## config.mk

```make
export PLATFORM = sky130hd
export DESIGN_NAME = reg_dump
export DESIGN_NICKNAME = d
export VERILOG_FILES = /design/src/rtl/reg_dump.sv
export SDC_FILE = /design/constraint.sdc
export NUM_CORES = 1
export LEC_CHECK = 0
export CAP_MARGIN = 30
export CORE_MARGIN = 1
export CORE_UTILIZATION = 49
export CTS_CLUSTER_DIAMETER = 150
export CTS_CLUSTER_SIZE = 16
export DETAILED_ROUTE_END_ITERATION = 12
export HOLD_SLACK_MARGIN = 0.03
export PLACE_DENSITY = 0.86
export SLEW_MARGIN = 20
export SYNTH_ARGS = -nofsm -noshare
export SYNTH_HDL_FRONTEND = slang
export SYNTH_SLANG_ARGS = --single-unit
```

## constraint.sdc

```tcl
create_clock -name clk -period 2.15 [get_ports clk]
set_clock_uncertainty 0.15 [all_clocks]
set_input_delay 0.645 -clock clk [delete_from_list [all_inputs] [get_ports clk]]
set_output_delay 0.645 -clock clk [all_outputs]
set_load 0.01 [all_outputs]
```

## src/rtl/reg_dump.sv

```systemverilog
// Streams registers 0..REG_NUM-1 of a register file to a UART transmitter,
// one 32-bit word at a time, most significant byte first.
module reg_dump #(
    parameter int REG_NUM = 32
) (
    input  logic        clk,
    input  logic        reset,
    input  logic        start,
    output logic [4:0]  rd_addr,
    input  logic [31:0] rd_data,
    output logic [7:0]  tx_data,
    output logic        tx_valid,
    input  logic        tx_ready,
    output logic        busy,
    output logic        done,
    output logic [1:0]  o_dbg_state
);

    typedef enum logic [1:0] {
        IDLE  = 2'd0,
        FETCH = 2'd1,
        SEND  = 2'd2,
        FIN   = 2'd3
    } state_t;

    localparam logic [4:0] LAST_ADDR = 5'(REG_NUM - 1);

    state_t      r_state;
    logic [4:0]  r_addr;
    logic [1:0]  r_byte_cnt;
    logic [31:0] r_word;
    logic [7:0]  r_tx_data;
    logic        r_tx_valid;
    logic        r_busy;
    logic        r_done;

    // Byte idx 0 is the most significant byte of the word.
    function automatic logic [7:0] sel_byte(input logic [31:0] word, input logic [1:0] idx);
        logic [7:0] b;
        b = word[7:0];
        case (idx)
            2'd0:    b = word[31:24];
            2'd1:    b = word[23:16];
            2'd2:    b = word[15:8];
            default: b = word[7:0];
        endcase
        return b;
    endfunction

    // tx_valid/tx_ready: a byte moves only in a cycle where both are high;
    // until then tx_data is held unchanged and tx_valid stays high.
    always_ff @(posedge clk or negedge reset) begin
        if (!reset) begin
            r_state    <= IDLE;
            r_addr     <= '0;
            r_byte_cnt <= '0;
            r_word     <= '0;
            r_tx_data  <= '0;
            r_tx_valid <= 1'b0;
            r_busy     <= 1'b0;
            r_done     <= 1'b0;
        end else begin
            case (r_state)
                IDLE: begin
                    if (start) begin
                        r_state <= FETCH;
                        r_addr  <= '0;
                        r_busy  <= 1'b1;
                    end
                end
                FETCH: begin
                    r_word     <= rd_data;
                    r_byte_cnt <= '0;
                    r_tx_data  <= rd_data[31:24];
                    r_tx_valid <= 1'b1;
                    r_state    <= SEND;
                end
                SEND: begin
                    if (tx_ready) begin
                        if (r_byte_cnt != 2'd3) begin
                            r_byte_cnt <= r_byte_cnt + 2'd1;
                            r_tx_data  <= sel_byte(r_word, r_byte_cnt + 2'd1);
                        end else begin
                            r_tx_valid <= 1'b0;
                            if (r_addr == LAST_ADDR) begin
                                r_state <= FIN;
                                r_done  <= 1'b1;
                            end else begin
                                r_addr  <= r_addr + 5'd1;
                                r_state <= FETCH;
                            end
                        end
                    end
                end
                FIN: begin
                    r_done  <= 1'b0;
                    r_busy  <= 1'b0;
                    r_state <= IDLE;
                end
                default: r_state <= IDLE;
            endcase
        end
    end

    assign rd_addr     = r_addr;
    assign tx_data     = r_tx_data;
    assign tx_valid    = r_tx_valid;
    assign busy        = r_busy;
    assign done        = r_done;
    assign o_dbg_state = r_state;

endmodule

```

; Word level (Yosys, flattened, before mapping)
; Index checks and enable logic that the tools add are counted.
[totals]
output_inout_bits = 18
in_bits = 36
wordCells = 61
register_bits = 52
[op_classes]
n_reduce_logical = 12
n_mux = 26
add_sub_neg = 2
eq_ne = 13
[op_table]
columns = op, count
row1 = $pmux 8 s3, 1
row2 = $mux 5, 4
row3 = $mux 8, 2
row4 = $pmux 8 s2, 1
row5 = $ne 2x2->1 const B, 7
row6 = $mux 2, 6
row7 = $pmux 5 s2, 1
row8 = $reduce_and 3->1, 3
row9 = $pmux 2 s4, 1
row10 = $reduce_bool 2->1, 4
row11 = $eq 2x2->1 const B, 3
row12 = $mux 1, 6
row13 = $pmux 1 s2, 3
row14 = $add 5x1->5 const B, 1
row15 = $eq 5x5->1 const B, 1
row16 = $reduce_and 5->1, 1
row17 = $eq 2x1->1 const B, 2
row18 = $logic_not 2->1, 2
row19 = $pmux 2 s2, 1
row20 = $reduce_and 4->1, 1
row21 = $add 2x1->2 const B, 1
row22 = $reduce_and 2->1, 1

; Depth between registers and ports, before layout
; Gate-level depths: netlist of run 1.
[logic_depth]
word_depth = 6
mapped_depth = 7
mapped_depth_nobuf = 6

; Least setup slack after synthesis of run 1
; Ideal clock, no wire load.
[synth_path]
path_type = register to register
startpoint = reg r_addr[0] (netlist: rd_addr[0])
endpoint = reg r_addr[3] (netlist: rd_addr[3])
setup_ns = 0.069
arrival_time_ns = 1.770
n_path_buf = 0
period_less_slack_ns = 1.989
required_time_ns = 1.931
stages_incl_launch_ff = 7
slack_ns = 0.161
path_cell_list = dfrtp_1 > ha_1 > and3_1 > ha_1 > nand3b_4 > or4_1 > nand3_1
[synth_via]
elab_chain_cells = 5
elab_cells_between_ends = 8
classes_between = add/sub (1) / eq/ne (2) / mux (4) / reduce/logical (1)
[synth_rtl]
columns = item, line_no
row1 = "start, declared", 29  ; logic [4:0] r_addr;
row2 = "start signal, assigned", 89  ; r_addr <= r_addr + 5'd1;
row3 = $add 5x1->5, 89
row4 = $mux 5, 85  ; if (r_addr == LAST_ADDR) begin
row5 = $mux 5, 80  ; if (r_byte_cnt != 2'd3) begin
row6 = $mux 5, 79  ; if (tx_ready) begin
row7 = $pmux 5 s2, 63  ; case (r_state)
; Parallel ways exist; a longest one is shown, timed or not. The select of a mux whose other input is x is not followed.
; A chain may end at the register's enable or synchronous reset.

; Worst setup path in the final report of run 1
[layout_path]
startpoint = reg r_addr[1] (netlist: rd_addr[1])
endpoint = out rd_addr[1]
[layout_lines]
columns = item, line_no
row1 = "end, declared", 9  ; output logic [4:0] rd_addr,
; No word-level cell between the ends.

==> reports/results.tsv, run 1 <==
stage	metric	value	unit
status	status	finished, final reports clean	
grt	grt_max_degree	53	
finish	fill_cells	406	
grt	grt_pass1_vias	1913	
worst_setup_path	r2r-start	rd_addr[0]	
timing	slew_headroom	0.5998	
finish	fin_util	0.6668	
worst_setup_path	critical_path_arrival	1300	ps
drt	vias_per_cell	5.354	
clocking	cts_buffer_depth	2	
drt	drt-wirelength-per-cell	14.89	um
synth	yosysWarnings	0	
synth	synthCells	266	
finish	area_delta_synth_final	27.48	%
worst_setup_path	end_kind	primary output	
timing	slew_viol_final	0	
worst_setup_path	rr_worst_depth	6	
grt	grt_usage	0.2244	
pwr	p_int	0.002623	W
clocking	cts_tree	done	
placed_design	place_congestion	0.8126	
timing	period_share	0.9731	
worst_setup_path	slowest_delay	560	ps
pwr	comb_power_share	0.434	
clocking	holdBufCountCts	0	
clocking	path_clk_slew	90	ps
synth	synthDistinctLibCells	36	
die	rows	25	
worst_setup_path	critPathKind	flip-flop to primary output	
drt	detail-route-antenna-nets	0	
pwr	p_leak	1.479	nW
die	start_util	0.5231	
finish	final_cells	384	
synth	synth-seq-area-share	0.5131	
clocking	cts_resized	0	
synth	syn_area_per_cell	9.535	um^2
worst_setup_path	cp-start-kind	flip-flop	
worst_setup_path	r2r_slack	120	ps
flow_run	maxCapViolCount	0	
worst_setup_path	crit_chain	clkdlybuf4s50_1	
pwr	peakVddDrop	0.0006761	V
die	dieArea	5468	um^2
grt	antenna_found_initial	0	
die	die_x	73.95	um
pwr	p_clk_frac	0.159	
clocking	htree_levels	2	
synth	yosys_register_bits	52	
finish	drive_above_1_share	0.09464	
worst_setup_path	worstPathRequired	1350	ps
clocking	clk_latency	300	ps
die	core_area	4848	um^2
drt	routed_wl	5716	um
worst_setup_path	worst_path_max_delay_cell	clkdlybuf4s50_1	
synth	synth_area	2536	um^2
grt	grt_overflow	0	
placed_design	hpwlAfterDp	3977	um
worst_setup_path	critPathBufInv	1	
timing	setup-violations-final	0	
die	io_pins	54	
drt	via_count	2056	
drt	first_pass_iters	4	
clocking	root_buffer	clkbuf_8	
timing	period_minus_slack	2092	ps
clocking	cts_sinks	52	
placed_design	dp_cells	376	
worst_setup_path	critPathMaxFanout	5	
finish	antennaDiodeCount	0	
finish	register_area	1304	um^2
pwr	power.switching	0.001524	W
pwr	sw_frac_of_total	0.3675	
timing	hold_slack	177.5	ps
worst_setup_path	r2r-end	rd_addr[3]	
pwr	p_seq_frac	0.407	
worst_setup_path	cp_top_family	buffers and inverters	
pwr	p_per_area	1283	nW/um^2
timing	hold_violations	0	
drt	drt_iter0_markers	186	
finish	multi_input_area	1076	um^2
grt	grt_pass1_wl	9183	um
clocking	cts_setup_buffers	0	
placed_design	port_buffers	53	
clocking	cts_made_buffers	5	
timing	max_freq	0.4780	GHz
synth	synth_nets	309	
worst_hold_path	hp-class	primary input to asynchronous set/reset pin	
timing	rsz0062_at_grt	no	
drt	drc	0	
timing	worstMarginPinSlew	600.3	ps
die	die_height	73.95	um
finish	finalNetCount	359	
[layer usage]
| metal | vias up | track usage | wire [um] |
|---|---|---|---|
| met3 | 4 | 0.06233 | 387 |
| met1 | 960 | 0.3124 | 2674 |
| met2 | 82 | 0.3414 | 2606 |
| met4 | 0 | 0.07479 | 48 |
| li1 | 1010 | - | - |
| met5 | - | 0 | 0 |
[kinds of logic after synthesis]
kind of cell | share of synthesized area
AND/OR/NAND/NOR | 0.1954
AO/OA/AOI/OAI | 0.1934
buffers and inverters | 0.06364
adder cells (fa/ha/maj) | 0.03453
flip-flops | 0.5131
[through the flow]
stage	setup WS, ps	instance area [um^2]	TNS, ps	power (W)
6_report	57.91	3233	0	0.004147
5_1_grt	4.088	3233	0	0.004445
4_1_cts	32.85	3231	0	0.004157
3_5_place_dp	-33.14	3123	-48.76	0.003493
3_3_place_gp	15.57	3123	0	0.003413
2_1_floorplan	161.3	2536	0	0.002851
[how the worst max path moves through the flow]
stage,startpoint,end,slack [ps],depth (start not counted)
floorplan,rd_addr[0],rd_addr[3],160,6
global placement,tx_ready,rd_addr[3],20,4
detailed placement,tx_ready,rd_addr[0],-30,5
CTS,rd_addr[0],rd_addr[0],30,1
global route,rd_addr[3],rd_addr[3],4,1
finish,rd_addr[1],rd_addr[1],60,1
[power groups by stage]
stage	Sequential [W]	Clock, W	Combinational [W]
2_1_floorplan	0.00170	0	0.00116
3_3_place_gp	0.00168	0	0.00173
3_5_place_dp	0.00170	0	0.00179
4_1_cts	0.00168	0.000669	0.00181
5_1_grt	0.00173	0.000715	0.00199
6_report	0.00169	0.000658	0.00180
[flip-flops by register name (all words and copies together), names as in the netlist]
register / flops
o_dbg_state: 2
rd_addr: 5
done: 1
tx_data: 8
tx_valid: 1
r_word: 32
busy: 1
r_byte_cnt: 2
[placed cells by master, fill, tap and decap left out, types with 5 or more instances in the layout]
master,Yosys,routed
a22oi_1,8,8
inv_1,13,13
nand3_1,8,8
a221o_1,8,8
o21ai_1,5,5
a2bb2oi_2,6,6
clkdlybuf4s50_1,0,52
clkbuf_8,0,5
o21ai_0,12,12
nand2_1,86,86
buf_4,2,9
a21oi_1,15,15
ha_1,7,7
dfrtp_1,52,50
[cells in the mapped netlist]
master,count,area share
buf_6,2,0.0089
nor2b_1,1,0.0025
nand2_4,1,0.0044
buf_1,1,0.0015
a221o_1,8,0.032
nand3_1,8,0.016
a31oi_1,1,0.0025
o21bai_1,1,0.0030
o21ai_0,12,0.024
nand4b_1,3,0.010
and3_1,1,0.0025
ha_1,7,0.035
inv_1,13,0.019
nor4b_1,1,0.0035
o211ai_1,1,0.0030
clkbuf_2,1,0.0020
clkbuf_1,3,0.0044
nand3b_4,1,0.0079
o311ai_1,1,0.0035
a2bb2oi_1,3,0.010
dfrtp_1,52,0.51
buf_2,11,0.022
a41oi_1,1,0.0035
nand2b_1,2,0.0049
nand4bb_1,1,0.0044
and3b_2,1,0.0039
o2bb2ai_1,3,0.010
a2bb2oi_2,6,0.036
nand2_1,86,0.13
buf_4,2,0.0059
a21oi_1,15,0.030
o21ai_1,5,0.0099
o41ai_1,1,0.0035
a22oi_1,8,0.024
or4_1,1,0.0030
and4bb_1,1,0.0049
[area by class of cell]
class                   instances  share of cell area
clock buffers                   6             0.02245
clock inverters                 2             0.01084
inverters                      13             0.01509
multi-input cells             181              0.3328
flip-flops and latches         52              0.4033
well taps                      67             0.02593
repair buffers                 63              0.1896
(Power assumes the default switching activity.)
==> run 2: changes to the inputs <==
--- a/config.mk
+++ b/config.mk
@@ -11,8 +11,9 @@
 export CTS_CLUSTER_DIAMETER = 150
 export CTS_CLUSTER_SIZE = 16
 export DETAILED_ROUTE_END_ITERATION = 12
+export DONT_BUFFER_PORTS = 1
 export HOLD_SLACK_MARGIN = 0.03
-export PLACE_DENSITY = 0.86
+export PLACE_DENSITY = 0.66
 export SLEW_MARGIN = 20
 export SYNTH_ARGS = -nofsm -noshare
 export SYNTH_HDL_FRONTEND = slang
==> run 2 against run 1 <==
Compared with the run above: fmax rose by 4.5%; clock power rose by 4.3%; clock-buffer cell count fell by 1; critical path depth rose by 5; via count fell by 8.9%; core utilization fell by 11 points; global-route usage fell by 0.90 points.
==> reports/results.tsv, run 2 (same netlist as run 1, synthesis figures left out) <==
stage	metric	value	unit	change
worst_setup_path	worstPathRequired	2250	ps	was 1350 ps
clocking	cts_buffer_depth	2		unchanged
clocking	cts_setup_buffers	0		unchanged
timing	max_freq	0.4995	GHz	was 0.4780 GHz
placed_design	dp_cells	321		was 376
drt	drt-wirelength-per-cell	16.51	um	was 14.89 um
worst_setup_path	cp-start-kind	flip-flop		unchanged
pwr	p_seq_frac	0.459		was 0.407
finish	multi_input_area	1076	um^2	unchanged
timing	setup-violations-final	0		unchanged
drt	vias_per_cell	5.679		was 5.354
die	core_area	4848	um^2	unchanged
finish	fill_cells	449		was 406
grt	grt_max_degree	53		unchanged
die	die_height	73.95	um	unchanged
die	rows	25		unchanged
clocking	cts_sinks	52		unchanged
clocking	path_clk_slew	100	ps	was 90 ps
timing	rsz0062_at_grt	no		unchanged
drt	drt_iter0_markers	216		was 186
finish	largest_register_ffs	32		unchanged
drt	first_pass_iters	4		unchanged
clocking	cts_made_buffers	5		unchanged
grt	grt_pass1_wl	8818	um	was 9183 um
pwr	peakVddDrop	0.0006986	V	was 0.0006761 V
drt	routed_wl	5447	um	was 5716 um
clocking	htree_levels	2		unchanged
grt	grt_usage	0.2154		was 0.2244
drt	via_count	1874		was 2,056
placed_design	port_buffers	0		was 53
finish	final_cells	330		was 384
drt	drc	0		unchanged
finish	final_common_cell	nand2_1		unchanged
timing	slew_headroom	0.6307		was 0.5998
pwr	p_clk_frac	0.177		was 0.159
grt	grt_pass1_vias	1754		was 1,913
timing	hold_slack	23.92	ps	was 177.5 ps
finish	area_delta_synth_final	6.808	%	was 27.48%
pwr	p_leak	1.277	nW	was 1.479 nW
timing	worstMarginPinSlew	553.9	ps	was 600.3 ps
placed_design	hpwlAfterDp	3646	um	was 3977 um
pwr	comb_power_share	0.364		was 0.434
pwr	sw_frac_of_total	0.3881		was 0.3675
finish	antennaDiodeCount	0		unchanged
timing	tns	0	ps	unchanged
finish	most-common-layout-cells	nand2_1 (86), dfrtp_1 (52), a21oi_1 (15)		was nand2_1 (86), clkdlybuf4s50_1 (52), dfrtp_1 (50)
finish	top_register	r_word		unchanged
worst_setup_path	critical_path_arrival	2100	ps	was 1300 ps
grt	antenna_found_initial	0		unchanged
flow_run	maxCapViolCount	0		unchanged
drt	detail-route-antenna-nets	0		unchanged
die	io_pins	54		unchanged
worst_setup_path	critPathKind	flip-flop to flip-flop		was flip-flop to primary output
clocking	cts_tree	done		unchanged
status	status	finished, final reports clean		unchanged
finish	drive_above_1_share	0.1027		was 0.09464
die	die_x	73.95	um	unchanged
clocking	cts_resized	0		unchanged
die	start_util	0.5231		unchanged
clocking	clk_latency	310	ps	was 300 ps
clocking	root_buffer	clkbuf_8		unchanged
finish	register_area	1301	um^2	was 1304 um^2
pwr	power.switching	0.001504	W	was 0.001524 W
grt	grt_overflow	0		unchanged
timing	hold_violations	0		unchanged
die	dieArea	5468	um^2	unchanged
finish	finalNetCount	305		was 359
timing	period_share	0.9312		was 0.9731
pwr	p_per_area	1430	nW/um^2	was 1283 nW/um^2
timing	period_minus_slack	2002	ps	was 2092 ps
placed_design	pre_cts_ws	169.9	ps	was -33.14 ps
finish	fin_util	0.5587		was 0.6668
worst_setup_path	critPathMaxFanout	5		unchanged
worst_setup_path	end_kind	flip-flop		was primary output
timing	worst_slack	147.9	ps	was 57.91 ps
pwr	p_int	0.002371	W	was 0.002623 W
placed_design	place_congestion	0.7507		was 0.8126
timing	slew_viol_final	0		unchanged
worst_hold_path	hp-class	primary input to asynchronous set/reset pin		unchanged
run 2: cell types whose count changed in the layout (fill, tap and decap cells not counted):
cell,previous run,this run
buf_4,9,8
dfrtp_2,2,0
clkinvlp_4,0,1
dfrtp_1,50,52
buf_12,1,0
clkbuf_1,1,0
buf_2,1,0
clkdlybuf4s50_1,52,0
buf_16,0,1
run 2: power by group through the flow:
stage / sequential [W] / clock, W / combinational, W
after floorplan: 0.00170 / 0 / 0.00116
after global placement: 0.00179 / 0 / 0.00136
after detailed placement: 0.00180 / 0 / 0.00139
after CTS: 0.00178 / 0.000687 / 0.00142
after global routing: 0.00183 / 0.000730 / 0.00160
final: 0.00178 / 0.000686 / 0.00141
run 2: repair_timing:
action,in CTS,in global routing
endpoints found under the setup margin,0,0
hold buffers,1,0
hold endpoints to repair,52,0
run 2: worst paths after layout:
| kind | startpoint | end | slack (ps) | cells after the start |
|---|---|---|---|---|
| max reg2reg | rd_addr[0] | rd_addr[3] | 150 | 6 |
| min reg2reg | r_word[9] | r_word[9] | 330 | 2 |
| max in group asynchronous | reset | r_word[25] | 1590 | 1 |
| min in group clk | rd_data[20] | r_word[20] | 280 | 2 |
| max | rd_addr[0] | rd_addr[3] | 150 | 6 |
| min | reset | r_word[24] | 20 | 1 |
run 2: area by class of cell:
class                   count  share of cell area
clock buffers               5             0.02540
well taps                  67             0.03095
repair buffers              9             0.03233
inverters                  13             0.01801
flip-flops and latches     52              0.4804
clock inverters             3             0.01570
multi-input cells         181              0.3972
run 2: per-stage QoR:
stage | cell area, um^2 | total power, W
after global placement | 2570 | 0.003151
after CTS | 2709 | 0.003887
after global routing | 2709 | 0.004157
final | 2709 | 0.003874
after floorplan | 2536 | 0.002851
after detailed placement | 2570 | 0.003192
run 2: per-layer routing:
metal	track usage	share of wire	vias up
li1	-	-	907
met5	0	0	-
met3	0.07046	0.090	6
met4	0.06410	0.0095	0
met1	0.3070	0.46	891
met2	0.3131	0.44	70
run 2: worst max-delay path, stage by stage, from the launching register on:
cell	delay, ps
dfrtp_1	390
ha_1	210
and3_1	180
ha_1	220
nand3b_4	190
or4_1	520
nand3_1	90
